<file path="src/rtl/adc_shift_ctrl.sv">
// Frame sequencer for the three-channel ADC shift datapath: shadow registers, frame snapshot,
// divided shift clock generation and inter-frame gap with single-shot/continuous triggering.
module adc_shift_ctrl #(
   parameter int unsigned DIV  = 10,
   parameter int unsigned BITS = 8,
   parameter int unsigned GAP  = 2
) (
   input  logic       clk,
   input  logic       reset_n,
   input  logic       start,
   input  logic       continuous,
   input  logic       wr_en,
   input  logic [1:0] wr_addr,
   input  logic [7:0] wr_data,
   output logic       shift_clk,
   output logic [7:0] reg_0_in,
   output logic [7:0] reg_1_in,
   output logic [7:0] reg_2_in,
   output logic       load,
   output logic       busy,
   output logic       done,
   output logic       overrun
);

   localparam int unsigned GapClks = GAP * 2 * DIV;
   localparam int unsigned DivW    = $clog2(DIV);
   localparam int unsigned BitW    = $clog2(BITS + 1);
   localparam int unsigned GapW    = $clog2(GapClks);

   typedef enum logic [1:0] {StIdle, StLoad, StShift, StGap} state_e;

   state_e            state_q, state_d;
   logic [DivW-1:0]   div_q, div_d;
   logic [BitW-1:0]   bit_q, bit_d;
   logic [GapW-1:0]   gap_q, gap_d;
   logic              pend_q, pend_d;
   logic              sclk_q, sclk_d;
   logic [7:0]        sh0_q, sh0_d, sh1_q, sh1_d, sh2_q, sh2_d;
   logic [7:0]        reg0_q, reg0_d, reg1_q, reg1_d, reg2_q, reg2_d;
   logic              load_q, load_d;
   logic              busy_q, busy_d;
   logic              done_q, done_d;
   logic              ovr_q, ovr_d;
   logic              gap_exit;

   // Shadow next-state doubles as the snapshot source so a LOAD-cycle write lands in the frame.
   always_comb begin
      sh0_d = sh0_q;
      sh1_d = sh1_q;
      sh2_d = sh2_q;
      if (wr_en) begin
         case (wr_addr)
            2'd0:    sh0_d = wr_data;
            2'd1:    sh1_d = wr_data;
            2'd2:    sh2_d = wr_data;
            default: ;
         endcase
      end
   end

   assign gap_exit = (state_q == StGap) && (gap_q == GapW'(GapClks - 1));

   always_comb begin
      state_d = state_q;
      div_d   = div_q;
      bit_d   = bit_q;
      gap_d   = gap_q;
      pend_d  = pend_q;
      sclk_d  = sclk_q;
      reg0_d  = reg0_q;
      reg1_d  = reg1_q;
      reg2_d  = reg2_q;
      done_d  = 1'b0;
      ovr_d   = 1'b0;

      case (state_q)
         StIdle: begin
            div_d  = '0;
            sclk_d = 1'b0;
            if (start || continuous) begin
               state_d = StLoad;
            end
         end
         StLoad: begin
            reg0_d  = sh0_d;
            reg1_d  = sh1_d;
            reg2_d  = sh2_d;
            bit_d   = '0;
            div_d   = '0;
            state_d = StShift;
         end
         StShift: begin
            // Registered done must be high during the last SHIFT cycle, so decode one cycle early.
            done_d = sclk_q && (bit_q == BitW'(BITS)) && (div_q == DivW'(DIV - 2));
            if (div_q == DivW'(DIV - 1)) begin
               div_d = '0;
               if (!sclk_q) begin
                  sclk_d = 1'b1;
                  bit_d  = bit_q + BitW'(1);
               end else begin
                  sclk_d = 1'b0;
                  if (bit_q == BitW'(BITS)) begin
                     gap_d   = '0;
                     state_d = StGap;
                  end
               end
            end else begin
               div_d = div_q + DivW'(1);
            end
         end
         StGap: begin
            sclk_d = 1'b0;
            if (gap_exit) begin
               gap_d   = '0;
               state_d = (continuous || pend_q || start) ? StLoad : StIdle;
            end else begin
               gap_d = gap_q + GapW'(1);
            end
         end
         default: state_d = StIdle;
      endcase

      // A start on the gap exit cycle is consumed by the next LOAD unless something else claims it.
      if (gap_exit) begin
         pend_d = start && (pend_q || continuous);
      end else if (start && (state_q != StIdle)) begin
         if (pend_q) begin
            ovr_d = 1'b1;
         end else begin
            pend_d = 1'b1;
         end
      end

      load_d = (state_d == StLoad);
      busy_d = (state_d != StIdle);
   end

   always_ff @(posedge clk or negedge reset_n) begin
      if (!reset_n) begin
         state_q <= StIdle;
         div_q   <= '0;
         bit_q   <= '0;
         gap_q   <= '0;
         pend_q  <= 1'b0;
         sclk_q  <= 1'b0;
         sh0_q   <= 8'h00;
         sh1_q   <= 8'h00;
         sh2_q   <= 8'h00;
         reg0_q  <= 8'h00;
         reg1_q  <= 8'h00;
         reg2_q  <= 8'h00;
         load_q  <= 1'b0;
         busy_q  <= 1'b0;
         done_q  <= 1'b0;
         ovr_q   <= 1'b0;
      end else begin
         state_q <= state_d;
         div_q   <= div_d;
         bit_q   <= bit_d;
         gap_q   <= gap_d;
         pend_q  <= pend_d;
         sclk_q  <= sclk_d;
         sh0_q   <= sh0_d;
         sh1_q   <= sh1_d;
         sh2_q   <= sh2_d;
         reg0_q  <= reg0_d;
         reg1_q  <= reg1_d;
         reg2_q  <= reg2_d;
         load_q  <= load_d;
         busy_q  <= busy_d;
         done_q  <= done_d;
         ovr_q   <= ovr_d;
      end
   end

   assign shift_clk = sclk_q;
   assign reg_0_in  = reg0_q;
   assign reg_1_in  = reg1_q;
   assign reg_2_in  = reg2_q;
   assign load      = load_q;
   assign busy      = busy_q;
   assign done      = done_q;
   assign overrun   = ovr_q;

endmodule

</file>
<file path="config.mk">
export PLATFORM = sky130hd
export DESIGN_NAME = adc_shift_ctrl
export DESIGN_NICKNAME = d
export VERILOG_FILES = /design/src/rtl/adc_shift_ctrl.sv
export SDC_FILE = /design/constraint.sdc
export NUM_CORES = 1
export LEC_CHECK = 0
export ABC_CLOCK_PERIOD_IN_PS = 2000
export CORE_UTILIZATION = 49
export CTS_BUF_LIST = sky130_fd_sc_hd__clkbuf_16
export CTS_CLUSTER_SIZE = 12
export DETAILED_ROUTE_END_ITERATION = 8
export HOLD_SLACK_MARGIN = 0.1
export PLACE_DENSITY = 0.76
export SYNTH_ARGS = -nofsm -noshare
export SYNTH_HDL_FRONTEND = slang
export SYNTH_SLANG_ARGS = --single-unit
export TNS_END_PERCENT = 10
</file>
<file path="constraint.sdc">
create_clock -name clk -period 2 [get_ports clk]
set_clock_uncertainty 0.2 [all_clocks]
set_input_delay 0.2 -clock clk [delete_from_list [all_inputs] [get_ports clk]]
set_output_delay 0.2 -clock clk [all_outputs]
set_load 0.01 [all_outputs]
</file>
==> Yosys cells after proc, flatten, opt, wreduce, memory -nomap -nowiden <==
Cells that the tools add are included.
{ "op_classes": {"add_sub_neg": 3, "eq_ne": 14, "mux": 32, "reduce_logical": 22} }
{ "op_table": {"columns": ["operator", "n"], "rows": [
  ["$mux W8", 6],
  ["$mux W6", 4],
  ["$pmux W4 S2", 2],
  ["$reduce_bool A2 Y1", 7],
  ["$eq A4 B4 Y1 const B", 3],
  ["$mux W4", 3],
  ["$pmux W6 S2", 1],
  ["$mux W2", 5],
  ["$mux W1", 9],
  ["$add A4 B1 Y4 const B", 2],
  ["$ne A2 B2 Y1 const B", 4],
  ["$pmux W2 S4", 1],
  ["$add A6 B1 Y6 const B", 1],
  ["$eq A2 B1 Y1 const B", 3],
  ["$eq A2 B2 Y1 const B", 3],
  ["$eq A6 B6 Y1 const B", 1],
  ["$logic_and A1 B1 Y1", 5],
  ["$logic_not A2 Y1", 2],
  ["$reduce_and A4 Y1", 1],
  ["$reduce_or A2 Y1", 2],
  ["$logic_or A1 B1 Y1", 3],
  ["$reduce_and A3 Y1", 1],
  ["$pmux W1 S2", 1],
  ["$reduce_and A2 Y1", 1]
]} }
{ "word_totals": {"register_bits": 70, "out_inout_bits": 29} }

==> Longest topological paths before layout <==
Gate-level depths: netlist of run 1.
{ "logic_depth": {"depth_word": 6, "ltp_mapped": 7} }

==> Worst setup path before layout of run 1 <==
Ideal clock, no wire load.
{ "synth_timing": {"kind": "register -> register", "startpoint": "reg state_q[0]", "endpoint": "reg gap_q[0]", "setup_time_ps": 125, "arrival_ps": 1585, "slack_ps": 90, "stages_incl_launch_ff": 8, "n_path_buf": 1, "path_cell_list": "dfrtp_1 -> inv_1 -> ha_1 -> buf_4 -> nand4b_1 -> a2bb2oi_1 -> nor2_1 -> mux2_2"} }
{ "synth_via": {"elab_chain_len": 4, "word_cells_on_any_way": 10, "classes_between": "eq/ne (5); mux (2); reduce/logical (3)"} }
{ "synth_rtl": {"columns": ["item", "line", "text"], "rows": [
  ["start: declaration", "32", "state_e state_q, state_d;"],
  ["start signal: assignment", "140", "state_q <= StIdle;"],
  ["start signal: assignment", "157", "state_q <= state_d;"],
  ["$eq A2 B2 Y1", "61, 76", null],
  ["$logic_and A1 B1 Y1", "61", "assign gap_exit = (state_q == StGap) && (gap_q == GapW'(GapClks - 1));"],
  ["$mux W6", "113", "if (gap_exit) begin"],
  ["$pmux W6 S2", "76", "case (state_q)"],
  ["end signal: assignment", "160", "gap_q <= gap_d;"],
  ["end: declaration", "35", "logic [GapW-1:0] gap_q, gap_d;"]
]} }
Several ways; a longest one is shown, not always the timed one.
A chain may end at the register's enable or synchronous reset.

==> Worst setup path after layout of run 1 <==
Same ends and word-level chain as after synthesis.

==> results of run 1 <==
==> worst register-to-register path, stage by stage (launching register included) <==
cell	delay [ns]
dfrtp_1	0.39
inv_1	0.09
ha_1	0.18
buf_4	0.17
inv_1	0.12
a2bb2oi_1	0.26
nor2_1	0.13
mux2_2	0.27
==> Yosys cell counts <==
cell       instances
and3_1             2
o31ai_1            2
o22ai_1            4
buf_4              1
and4bb_2           2
xnor2_1            1
ha_1              11
or4_1              1
a2bb2oi_1          1
nor2b_1            3
a31oi_1            1
nand2_1           12
a311oi_2           1
dfrtp_1           70
inv_1             12
mux2i_1            1
o31ai_2            1
a21o_1             2
nand4_1            1
o21ai_0            9
nor2_1             5
mux2_2            51
nand3b_2           2
nor3_1             3
buf_1              1
buf_2              2
a21oi_1            2
and4b_1            1
xor2_1             2
nand4b_1           3
nand2b_1           2
nor3b_4            1
a22o_1             5
o32a_1             1
o2111a_1           1
o311ai_0           1
nand3_1            4
o311a_1            1
==> placed cells by master, fill, tap and decap left out, types with 2 or more instances in the layout <==
cell / n
clkbuf_16: 9
a21oi_1: 2
ha_1: 11
buf_12: 3
xor2_1: 2
nor2_1: 5
o21ai_0: 9
nor3_1: 3
nand2b_1: 2
inv_1: 13
clkdlybuf4s50_1: 42
nand2_1: 12
and4bb_2: 2
nand3b_2: 2
a22o_1: 5
mux2_2: 51
bufinv_16: 2
dfrtp_1: 69
nand4b_1: 3
o22ai_1: 3
buf_4: 11
nor2b_1: 3
nand3_1: 4
a21o_1: 2
and3_1: 2
clkinv_4: 2
o31ai_1: 2
==> layer usage <==
layer	routed length [um]	GRT usage	up-vias
met5	0	0	-
met4	72	0.0696	0
met3	261	0.0652	8
met2	2780	0.318	40
met1	2660	0.256	994
li1	-	-	960
==> layout make-up <==
cell class              count  area, um2  share of cell area
repair buffers             58        578               0.143
well taps                  75       93.8              0.0232
flip-flops and latches     70       1750               0.434
clock inverters             7       90.1              0.0223
clock buffers               9        225              0.0557
multi-input cells         140       1260               0.311
inverters                  12       45.0              0.0111
==> registers in the layout, summed over array words and instances, names as in the netlist, 2 cells and up <==
register,cells
state_q,2
div_q,4
gap_q,6
bit_q,4
sh0_q,8
reg_0_in,8
sh2_q,8
sh1_q,8
reg_1_in,8
reg_2_in,8
==> repair_timing <==
item / CTS / global route
hold endpoints to repair: 70 / 0
hold buffers: 1 / 0
gates resized for setup: 0 / 4
endpoints found under the setup margin: 0 / 9
==> path summary, 6_finish.rpt <==
kind | to | cells past startpoint | slack (ns) | from
hold reg to reg | sh1_q[0] | 1 | 0.29 | sh1_q[0]
min in group clk | sh1_q[0] | 1 | 0.29 | sh1_q[0]
setup reg to reg | gap_q[0] | 7 | 0.07 | state_q[0]
hold / removal | sh2_q[5] | 3 | 0.22 | reset_n
max in group asynchronous | state_q[1] | 3 | 1.04 | reset_n
setup / recovery | gap_q[0] | 7 | 0.07 | state_q[0]
==> per-stage QoR <==
| stage | instances | worst slack, ns | power (uW) | hold slack [ns] |
|---|---|---|---|---|
| after global routing | 371 | -0.0518 | 4030 | 0.290 |
| after floorplan | 226 | 0.0899 | 1920 | -0.296 |
| after detailed placement | 354 | -0.0849 | 2230 | 0.0476 |
| final | 371 | 0.0746 | 3860 | 0.217 |
| after global placement | 354 | -0.0562 | 2210 | 0.0515 |
| after CTS | 371 | 0.0494 | 3910 | 0.248 |
==> cell families after synthesis <==
| logic type | after synthesis |
|---|---|
| XOR/XNOR | 3 |
| flip-flops | 70 |
| adder cells (fa/ha/maj) | 11 |
| multiplexers | 52 |
| AO/OA/AOI/OAI | 32 |
| buffers and inverters | 16 |
| AND/OR/NAND/NOR | 42 |
==> power by group through the flow <==
stage	logic, uW	registers [uW]	clock network [uW]
3_5_place_dp	529	1700	0
2_1_floorplan	188	1730	0
6_report	526	1670	1660
5_1_grt	572	1700	1760
3_3_place_gp	514	1690	0
4_1_cts	535	1680	1700
==> run metrics, run 1 <==
status=complete, no violations; clock tree buffer depth=2; post-CTS setup buffer count=0; Routed Antenna Nets=0; Post-Route Utilization=0.675; CP endpoint kind=flop; Combinational Power Share=0.136; Clk pin slew, worst setup/hold paths=0.06 ns; GPL Wtd Cong=0.804; vias=2002; final hold violations=0; crit path max-delay cell type=dfrtp_1; antenna violations before repair=0; Synth Cell Area=0.00306 mm2; area share of xor/xnor cells in the synthesized design=0.00858; worst IR drop on VDD=0.519 mV; DRC viols=0; sequential fraction of the synthesis area=0.572; switch share=0.220; IO Port Bufs=43; Slew Limit Fails=0; fin crit share=0.963; top cell type's share of synthesized area=0.572; Switch Pwr=848 uW; Max Cap Viol=0; num rows=28; synthesized netlist cell count=226; Yosys cell types=38; setup_tns=0 ns; Final HPWL DP=3.88 mm; Slowest Stage Delay on Critical Path=0.39 ns; # IOs=44; Slew @ Worst Pin=0.373 ns; Crit path top cell by count=inv_1; CP Max Fanout=9; Total Die Area=0.00657 mm2; Skew-Pair Late Insertion Delay=0.32 ns; Min-Delay Path Class=in2async; initial DRC count=89; syn avg cell area=13.5 um2; clock sinks=70; Setup violations, final=0; Top delay family on crit path=flip-flops; Setup crit start kind=flop; Seq pwr share=0.434; Wirelength per Cell=15.5 um; crit path cell chain=inv_1 > ha_1 > buf_4 > inv_1 > a2bb2oi_1 > nor2_1 > mux2_2; Post-Synth Simple-Gate Area=0.0846; CTS Root Cell=clkbuf_16; mux share of post-synthesis cell area=0.191; Fillers=422; Slew headroom=0.751; CTS tree=built; Compound-Gate Fraction of Synth Area=0.0772; Clk pwr share=0.430; vias per std cell=5.40; largest net degree at the start of global routing=71; post-route cell area=0.00404 mm2; Internal=3010 uW; Crit Path Category=reg2reg; Syn Nets=252; worst path bufs/invs=3; wire length of the first global-routing pass=9.65 mm; Cell Pwr Density=956 mW/mm2; Initial Utilization=0.511; vias in the first global route=2039; synthesis-stage register bit count=70; Placed Area=0.00370 mm2; main combinational cell family by area after synthesis=multiplexers; TritonCTS Buffers=9; RSZ-0062 raised after global routing=true; fmax=0.519 GHz; die height=81.0 um; Syn-to-layout area delta=32.0%; Syn. warnings=0; leakage=0.00175 uW; Post-Synth Adder-Cell Area=0.0450; drt first pass iters=4; post-synth top area cell=dfrtp_1; Antenna Cells=0; Die X=81.0 um; all-layer global routing usage=0.200; Critical Path AT=1.93 ns; share of layout cells above drive strength 1=0.304; min cycle time layout=1.93 ns; grt ovf=0; Worst EP required=2.01 ns; Nets=317; largest cells by area after synthesis=dfrtp_1 (57%), mux2_2 (19%), ha_1 (4.5%); H-Tree Depth=3; routed wire length=5.77 mm; Core Area=0.00599 mm2
(Power assumes the default switching activity.)
==> run 2: changes to the inputs <==
--- a/config.mk
+++ b/config.mk
@@ -6,12 +6,13 @@
 export NUM_CORES = 1
 export LEC_CHECK = 0
 export ABC_CLOCK_PERIOD_IN_PS = 2000
-export CORE_UTILIZATION = 49
+export CORE_UTILIZATION = 56
 export CTS_BUF_LIST = sky130_fd_sc_hd__clkbuf_16
 export CTS_CLUSTER_SIZE = 12
 export DETAILED_ROUTE_END_ITERATION = 8
+export DONT_BUFFER_PORTS = 1
 export HOLD_SLACK_MARGIN = 0.1
-export PLACE_DENSITY = 0.76
+export PLACE_DENSITY = 0.74
 export SYNTH_ARGS = -nofsm -noshare
 export SYNTH_HDL_FRONTEND = slang
 export SYNTH_SLANG_ARGS = --single-unit
==> run 2 against run 1 <==
Effect of this change:
- the flow now finishes with violations (negative hold slack)
- sequential power increased by 4%
- fmax increased by 1.7%
- total power decreased by 3.4%
- critical endpoint is now busy
==> run metrics, run 2 (same netlist as run 1, synthesis figures left out) <==
status=complete, but fails checks; failing checks=negative hold slack; all-layer global routing usage=0.221 (+0.0216); CP endpoint=busy; placed cells=300 (-15%); setup_tns=0 ns (unchanged); Reg2Reg Launch Point=state_q[0]; Die X=75.9 um (-6.3%); largest net degree at the start of global routing=71 (unchanged); num rows=26 (-7.1%); most frequent cells in the layout=dfrtp_1 (70), mux2_2 (51), inv_1 (15), nand2_1 (12), dlygate4sd3_1 (10); CP endpoint kind=flop; Critical Path AT=1.89 ns (-0.04 ns); share of layout cells above drive strength 1=0.324 (+0.0202); Worst EP required=1.99 ns (-0.02 ns); grt ovf=0 (unchanged); most common cell after layout, fill and taps aside=dfrtp_1; Setup violations, final=0 (unchanged); Routed Antenna Nets=0 (unchanged); IO Port Bufs=0 (-100%); Slew Limit Fails=0 (unchanged); post-route cell area=0.00365 mm2 (-9.8%); Clk pin slew, worst setup/hold paths=0.06 ns (about the same); post-route insts no fill=326 (-12%); Cell Pwr Density=1020 mW/mm2 (+7.1%); vias in the first global route=1988 (-2.5%); Total Die Area=0.00577 mm2 (-12%); clock tree buffer depth=2 (unchanged); Initial Utilization=0.592 (+0.0809); hold-fix buffers at CTS=10 (+9); fin crit share=0.947 (-0.0160); Antenna Cells=0 (unchanged); die height=75.9 um (-6.3%); vias=1839 (-8.1%); Syn-to-layout area delta=19.1%; Crit Path Category=reg2reg; Wirelength per Cell=17.4 um (+12%); flop-to-flop setup slack=0.11 ns (+0.03 ns); Core Area=0.00517 mm2 (-14%); worst IR drop on VDD=0.634 mV (+22%); Nets=277 (-13%); Total Power=3730 uW (-3.4%); Hold WS=-0.634 ns (-0.851 ns); clock sinks=70 (unchanged); Worst Setup SP=state_q[0]; Post-Route Utilization=0.705 (+0.0303); min cycle time layout=1.89 ns (-0.0320 ns); H-Tree Depth=3 (unchanged); RR Endpoint=busy; TritonCTS Buffers=9 (unchanged); CTS tree=built; CTS Root Cell=clkbuf_16; routed wire length=5.67 mm (-1.7%); Slew headroom=0.699 (-0.0524); initial DRC count=118 (+33%); Placed Area=0.00320 mm2 (-14%); # IOs=44 (unchanged); RSZ-0062 raised after global routing=false; drt first pass iters=4 (unchanged); Max Cap Viol=0 (unchanged); antenna violations before repair=0 (unchanged); wire length of the first global-routing pass=9.72 mm (+0.79%); Slew @ Worst Pin=0.450 ns (+0.0765 ns); Skew-Pair Late Insertion Delay=0.32 ns (about the same); final hold violations=70 (+70); Min-Delay Path Class=in2async; leakage=0.00160 uW (-8.8%); CP Max Fanout=6 (-3); R2R cell count=6 (-1); vias per std cell=5.64 (+4.5%); GPL Wtd Cong=0.768 (-4.5%); Fillers=352 (-17%); fmax=0.528 GHz (+1.7%); DRC viols=0 (unchanged); Final HPWL DP=3.73 mm (-4.0%); Setup crit start kind=flop
[run 2: cell count changes in the layout (fill, tap and decap cells not counted), moves of 2 or more]
cell             change
buf_4                -4
dlygate4sd3_1        +9
clkdlybuf4s50_1     -42
inv_1                +2
clkinv_4             -2
ha_1                 -2
buf_12               -2
ha_2                 +2
[run 2: worst max-delay path, cell delays in order (launching register included)]
cell	delay (ns)
dfrtp_1	0.37
buf_4	0.15
ha_1	0.27
nor2b_1	0.16
and4b_1	0.18
a311oi_2	0.32
nand2b_1	0.11
[run 2: report_power, final]
part | total [uW] | internal [uW] | switching (uW)
clock | 1750 | 1200 | 550
combinational | 242 | 157 | 85.4
sequential | 1740 | 1600 | 136
total | 3730 | 2960 | 771
[run 2: per-stage QoR]
stage	hold slack (ns)	worst slack [ns]
after floorplan	-0.296	0.0899
after global placement	-0.293	0.104
after detailed placement	-0.294	0.0675
after CTS	-0.643	0.0535
after global routing	-0.651	0.000551
final	-0.634	0.107
[run 2: cell type report]
| class | count | area [um2] | share of cell area |
|---|---|---|---|
| sequential | 70 | 1750 | 0.480 |
| multi-input combinational | 140 | 1260 | 0.345 |
| clock buffer | 9 | 225 | 0.0618 |
| timing repair buffer | 18 | 173 | 0.0474 |
| clock inverter | 7 | 106 | 0.0292 |
| tap | 70 | 87.6 | 0.0240 |
| inverter | 12 | 45.0 | 0.0124 |
[run 2: repair_timing]
action / CTS / global route
endpoints found under the setup margin: 0 / 9
buffers inserted: 0 / 0
resized for setup: 0 / 5
hold endpoints to repair: 124 / 70
[run 2: layer usage]
layer	vias to the layer above	wire [um]	GRT usage
li1	867	-	-
met1	927	2430	0.261
met2	37	2940	0.375
met3	8	208	0.0675
met4	0	81	0.0942
met5	-	0	0
[run 2: worst min path at each step]
stage             from  slack, ns     endpoint  depth (start not counted)
4_1_cts        reset_n      -0.64     sh1_q[2]                          0
5_1_grt        reset_n      -0.65  reg_1_in[6]                          0
3_3_place_gp   reset_n      -0.29  reg_0_in[6]                          0
6_report       reset_n      -0.63  reg_1_in[6]                          0
3_5_place_dp   reset_n      -0.29     sh2_q[6]                          0
2_1_floorplan  reset_n      -0.30     bit_q[0]                          0
